<file path="config.mk">
export PLATFORM = sky130hd
export DESIGN_NAME = display_scan
export DESIGN_NICKNAME = d
export VERILOG_FILES = /design/src/rtl/display_scan_pkg.sv /design/src/rtl/display_scan_bcd_to_seg.sv /design/src/rtl/display_scan.sv
export SDC_FILE = /design/constraint.sdc
export NUM_CORES = 1
export LEC_CHECK = 0
export ABC_AREA = 1
export CAP_MARGIN = 15
export CORE_MARGIN = 4
export CORE_UTILIZATION = 40
export CTS_CLUSTER_DIAMETER = 80
export CTS_CLUSTER_SIZE = 24
export DETAILED_ROUTE_END_ITERATION = 7
export GPL_TIMING_DRIVEN = 1
export HOLD_SLACK_MARGIN = 0.02
export SYNTH_ARGS = -nofsm -noshare
export SYNTH_HDL_FRONTEND = slang
export SYNTH_SLANG_ARGS = --single-unit
</file>
<file path="constraint.sdc">
create_clock -name clk -period 3.8 [get_ports clk]
set_input_delay 0.57 -clock clk [delete_from_list [all_inputs] [get_ports clk]]
set_output_delay 0.57 -clock clk [all_outputs]
set_load 0.01 [all_outputs]
</file>
<file path="src/rtl/display_scan_pkg.sv">
// Shared definitions for the multiplexed 3-digit display scanner:
// scan state encoding, digit-enable patterns and 7-segment constants.
package display_scan_pkg;

    typedef enum logic [1:0] {
        S_ONES = 2'd0,
        S_TENS = 2'd1,
        S_MIN  = 2'd2
    } scan_state_t;

    // Segment patterns are active-low, ordered {g,f,e,d,c,b,a}.
    localparam logic [6:0] SEG_0     = 7'b1000000;
    localparam logic [6:0] SEG_1     = 7'b1111001;
    localparam logic [6:0] SEG_2     = 7'b0100100;
    localparam logic [6:0] SEG_3     = 7'b0110000;
    localparam logic [6:0] SEG_4     = 7'b0011001;
    localparam logic [6:0] SEG_5     = 7'b0010010;
    localparam logic [6:0] SEG_6     = 7'b0000010;
    localparam logic [6:0] SEG_7     = 7'b1111000;
    localparam logic [6:0] SEG_8     = 7'b0000000;
    localparam logic [6:0] SEG_9     = 7'b0010000;
    localparam logic [6:0] SEG_BLANK = 7'b1111111;
    localparam logic [6:0] SEG_DASH  = 7'b0111111;

    localparam logic [2:0] AN_OFF = 3'b111;

    // Active-low one-hot digit enable {min,tens,ones} for a scan slot.
    function automatic logic [2:0] an_for_state(input scan_state_t st);
        logic [2:0] v;
        case (st)
            S_ONES:  v = 3'b110;
            S_TENS:  v = 3'b101;
            S_MIN:   v = 3'b011;
            default: v = AN_OFF;
        endcase
        return v;
    endfunction

endpackage

</file>
<file path="src/rtl/display_scan_bcd_to_seg.sv">
// Combinational BCD to active-low 7-segment decoder.
// Codes 10..15 are not valid BCD and render as a dash.
module bcd_to_seg
    import display_scan_pkg::*;
(
    input  logic [3:0] i_bcd,
    output logic [6:0] o_seg
);

    // Plain lookup; blanking is decided by the caller.
    always_comb begin
        o_seg = SEG_DASH;
        case (i_bcd)
            4'd0:    o_seg = SEG_0;
            4'd1:    o_seg = SEG_1;
            4'd2:    o_seg = SEG_2;
            4'd3:    o_seg = SEG_3;
            4'd4:    o_seg = SEG_4;
            4'd5:    o_seg = SEG_5;
            4'd6:    o_seg = SEG_6;
            4'd7:    o_seg = SEG_7;
            4'd8:    o_seg = SEG_8;
            4'd9:    o_seg = SEG_9;
            default: o_seg = SEG_DASH;
        endcase
    end

endmodule

</file>
<file path="src/rtl/display_scan.sv">
// Time-multiplexed scanner for a 3-digit M:SS display with a blinking colon.
//
//   state  | meaning
//   S_ONES | ones-of-seconds digit lit; entered on frame capture
//   S_TENS | tens-of-seconds digit lit (blanked if minutes and tens are 0)
//   S_MIN  | minutes digit lit (blanked if minutes is 0); reset state
//
// A frame is captured into shadow registers on the tick that enters S_ONES,
// so all three digits of one frame come from the same count. Outputs are
// registered and change on the clock that ends a tick cycle.
module display_scan #(
    parameter int SCAN_DIV  = 1000,
    parameter int BLINK_DIV = 167
) (
    input  logic       clk,
    input  logic       rst,
    input  logic [3:0] minutes,
    input  logic [3:0] seconds_tens,
    input  logic [3:0] seconds_ones,
    input  logic       mag_on,
    output logic [6:0] seg,
    output logic [2:0] an,
    output logic       colon
);

    import display_scan_pkg::*;

    localparam int PW = (SCAN_DIV > 1) ? $clog2(SCAN_DIV) : 1;
    localparam int BW = $clog2(BLINK_DIV + 1);

    logic [PW-1:0] r_presc;
    logic          w_tick;

    scan_state_t   r_state;
    scan_state_t   w_state_nxt;
    logic          w_capture;

    logic [3:0]    r_min;
    logic [3:0]    r_tens;
    logic [3:0]    r_ones;
    logic [3:0]    w_min_v;
    logic [3:0]    w_tens_v;
    logic [3:0]    w_ones_v;

    logic [3:0]    w_digit;
    logic          w_blank;
    logic [6:0]    w_seg_dec;
    logic [6:0]    w_seg_nxt;
    logic [2:0]    w_an_nxt;

    logic [BW-1:0] r_blink;

    assign w_tick = (r_presc == PW'(SCAN_DIV - 1));

    // Slot prescaler: free-running 0..SCAN_DIV-1.
    always_ff @(posedge clk or posedge rst) begin
        if (rst) begin
            r_presc <= '0;
        end else if (w_tick) begin
            r_presc <= '0;
        end else begin
            r_presc <= r_presc + PW'(1);
        end
    end

    // Scan state register.
    always_ff @(posedge clk or posedge rst) begin
        if (rst) begin
            r_state <= S_MIN;
        end else begin
            r_state <= w_state_nxt;
        end
    end

    // Next state, frame-capture strobe and the digit to show in the next slot.
    // The digit values seen here are post-capture, so the ones slot that
    // opens a frame already shows the freshly captured count.
    always_comb begin
        w_state_nxt = r_state;
        w_capture   = 1'b0;
        if (w_tick) begin
            case (r_state)
                S_ONES:  w_state_nxt = S_TENS;
                S_TENS:  w_state_nxt = S_MIN;
                default: begin
                    w_state_nxt = S_ONES;
                    w_capture   = 1'b1;
                end
            endcase
        end

        w_min_v  = w_capture ? minutes      : r_min;
        w_tens_v = w_capture ? seconds_tens : r_tens;
        w_ones_v = w_capture ? seconds_ones : r_ones;

        w_digit = w_ones_v;
        w_blank = 1'b0;
        case (w_state_nxt)
            S_TENS: begin
                w_digit = w_tens_v;
                w_blank = (w_min_v == 4'd0) && (w_tens_v == 4'd0);
            end
            S_MIN: begin
                w_digit = w_min_v;
                w_blank = (w_min_v == 4'd0);
            end
            default: begin
                w_digit = w_ones_v;
                w_blank = 1'b0;
            end
        endcase

        w_an_nxt = an_for_state(w_state_nxt);
    end

    bcd_to_seg u_bcd_to_seg (
        .i_bcd (w_digit),
        .o_seg (w_seg_dec)
    );

    assign w_seg_nxt = w_blank ? SEG_BLANK : w_seg_dec;

    // Shadow registers: one snapshot of the count per frame.
    always_ff @(posedge clk or posedge rst) begin
        if (rst) begin
            r_min  <= 4'd0;
            r_tens <= 4'd0;
            r_ones <= 4'd0;
        end else if (w_capture) begin
            r_min  <= minutes;
            r_tens <= seconds_tens;
            r_ones <= seconds_ones;
        end
    end

    // Digit drive: segments and enable change together, once per slot.
    // A blanked digit keeps its enable low so every slot has equal duty.
    always_ff @(posedge clk or posedge rst) begin
        if (rst) begin
            an  <= AN_OFF;
            seg <= SEG_BLANK;
        end else if (w_tick) begin
            an  <= w_an_nxt;
            seg <= w_seg_nxt;
        end
    end

    // Colon: steady while idle, blinks on slot ticks while the magnetron runs.
    always_ff @(posedge clk or posedge rst) begin
        if (rst) begin
            colon   <= 1'b0;
            r_blink <= '0;
        end else if (!mag_on) begin
            colon   <= 1'b1;
            r_blink <= '0;
        end else if (w_tick) begin
            if (r_blink == BW'(BLINK_DIV - 1)) begin
                colon   <= ~colon;
                r_blink <= '0;
            end else begin
                r_blink <= r_blink + BW'(1);
            end
        end
    end

endmodule

</file>
==> results.md <==
- Clock Path Buffers: 2
- Vias: 2035
- Post-route cell area: 2970 sq um
- Met3 usage: 4.42%
- Largest net degree at the start of global routing: 44
- Clock Latency Late Sink: 0.29 ns
- Final Core Density: 49.4%
- Flop-to-flop setup slack: 0.78 ns
- Worst Max-Slew Pin Slew: 0.542 ns
- Post-CTS setup buffer count: 0
- CTS tree: done
- Crit. End Element: flop
- First-pass GRT wire length: 9010 um
- Hold_buf cts: 0
- Final total power: 0.872 mW
- Antenna Cells: 0
- Syn Std Cell Area: 2540 sq um
- Hold Path Class: reg2reg
- CP Capture Point: seg[0]$_DFFE_PP1N_
- Synth top cells by count: nand2_1, inv_1, nand3_1, dfrtp_1, nor2_1
- GPL Wtd Cong: 0.807
- Nets: 378
- Clock Skew: 0.00822 ns
- Placed Cells: 418
- Syn Nets: 349
- Post-DP HPWL: 3830 um
- Max-cap violations: 0
- Mux cell area share after synthesis: 0%
- Cell variety after synth: 34
- Starting density of the core: 42.1%
- Clock-pin transition on the worst setup and hold timing paths: 0.09 ns
- Vias in the first global route: 1912
- Die Y: 87.6 um
- CP required: 4.03 ns
- Slew Limit Fails: 0
- Reg2reg path depth: 19
- DR pass1 iterations: 5
- Hold wc startpoint: r_blink[7]$_DFFE_PP0P_
- Critical Path Source: r_presc[0]$_DFF_PP0_
- Ratio of cells with drive above 1 in the final layout: 16.8%
- Num CTS Buffers: 5
- Status: complete, no violations
- Non-filler cells, final: 426
- Endpoints failing hold: 0
- Grt met2 use: 22.2%
- Peak VDD IR: 189 uV
- Largest fanout on the critical path: 11
- Fraction of the mapped netlist area in compound gates: 6.21%
- Number of synthesized flops with an enable pin: 0
- Initial antenna violation count: 0
- Post-DP Area: 2860 sq um
- Syn Inst Count: 321
- Period utilisation layout: 79.6%
- Critical Path Start Type: flop
- Combinational family with the most area after synthesis: simple AND/OR/NAND/NOR gates
- Worst setup margin: 0.777 ns
- Post-Synth XOR/XNOR Area: 0.345%
- Pwr per Cell Area: 293 nW/um^2
- Post-synthesis adder-cell area fraction: 6.41%
- Synth warnings: 0
- Asr flop ratio synth: 100%
- TNS Setup: 0 ns
- R2R Path Start: r_presc[0]$_DFF_PP0_
- First DRT Iteration DRCs: 78
- Root Driver: clkbuf_8
- RSZ-0062 raised after global routing: no
- Min Hold Slack: 0.473 ns
- Top FF cell, synth: dfrtp_1
- DR DRC count: 0
- Global routing's busiest layer: met2
- # clock sinks: 43
- Number of I/O pins: 26
- Syn avg cell area: 7.90 sq um
- Die area: 7680 sq um
- FF+latch count, synth: 43
- Post-CTS sizing: 0
- WL/cell: 12.0 um
- Final WL: 5120 um
- GRT Util Overall: 15.0%
- Htree depth: 2
- Core ar.: 6030 sq um
- Worst Path Arrival: 3.26 ns
- Reg-to-reg endpoint: seg[0]$_DFFE_PP1N_
- Grt met1 use: 21.4%
- ANT nets after route: 0
- Min Tclk post-route: 3.02 ns
- Leak: 1.44 nW
- Slew HR: 63.9%
- F_max: 0.331 GHz
- Vias per inst: 4.78
- WS Path Type: reg2reg
- Synth top area cells: dfrtp_1, dfstp_2, nand2_1, nand3_1, inv_1
- Chip width: 87.6 um
- Grt ovf: 0
- FP Rows: 28
- Finish-stage setup viols: 0
- IO Port Bufs: 25
- Pre-CTS WS: 0.795 ns
- Sequential share of the synthesized area: 42.9%
- P&R area growth vs syn: 17.2%
- Simple-gate share of the synthesized area: 34.4%
- Fillcell total: 597
- Cell taking the most area after synthesis: dfrtp_1
- Count leader, synth: nand2_1
- Yosys top cell area share: 31.6%
worst max-delay path, stage by stage (launching register included):
cell and delay, ns:
dfrtp_1 0.41, ha_1 0.23, nand2_2 0.13, nor2_4 0.05
nand4_2 0.24, nand2_1 0.09, nor2_1 0.22, inv_1 0.10
ha_1 0.39, inv_1 0.19, nand3_1 0.11, nand2_1 0.15
inv_1 0.10, ha_1 0.18, inv_1 0.05, nand2_1 0.06
nand3_1 0.08, nand3_1 0.08, nand2_1 0.06, inv_1 0.03
state kept, by name, indices dropped and copies added, names as in the netlist, named ones only:
name / cells
an: 3
colon: 1
r_blink: 8
r_min: 4
r_ones: 3
r_presc: 10
r_state: 2
r_tens: 4
seg: 7
layout by cell type (no fill, tap or decap), drive strengths merged, types with 10 or more instances in the layout:
cell	synthesis	final
nand3	42	42
clkdlybuf4s50	0	25
nor2	39	39
ha	13	13
a21oi	12	12
dfrtp	32	32
o21ai	10	10
inv	54	54
dfstp	11	11
nand2	83	83
cell families after synthesis:
group,after synthesis
AOI/OAI and AO/OA,26
and+or+nand+nor,178
xor gates and xnor gates,1
buffers and inverters,60
DFF,43
adders and majority gates,13
worst min path at each step:
stage | to | depth (start not counted) | slack (ns)
global placement | r_presc[0]$_DFF_PP0_ | 1 | 0.44
detailed placement | r_ones[3]$_DFF_PP0_ | 2 | 0.47
global route | r_presc[0]$_DFF_PP0_ | 1 | 0.50
CTS | r_blink[7]$_DFFE_PP0P_ | 1 | 0.48
finish | r_blink[7]$_DFFE_PP0P_ | 1 | 0.47
floorplan | r_blink[7]$_DFFE_PP0P_ | 1 | 0.43
routing by layer:
| layer | up-vias | wire length [um] |
|---|---|---|
| met4 | 0 | 39 |
| met5 | - | 0 |
| met3 | 4 | 145 |
| met2 | 21 | 2310 |
| li1 | 1066 | - |
| met1 | 944 | 2630 |
final cells by class:
type	instances	area, sq um	share of cell area (%)
Sequential cell	43	1090	36.6
Tap cell	75	93.8	3.16
Clock inverter	2	35.0	1.18
Clock buffer	6	82.6	2.78
Multi-Input combinational cell	218	1200	40.4
Inverter	55	206	6.94
Timing Repair Buffer	27	265	8.92
power breakdown:
group	total, mW	switching [mW]	leakage (nW)	internal, mW
clock	0.374	0.161	0.0612	0.213
sequential	0.460	0.00107	0.507	0.459
combinational	0.0382	0.0193	0.876	0.0189
total	0.872	0.181	1.44	0.691
Power figures use the tool's default switching activity.
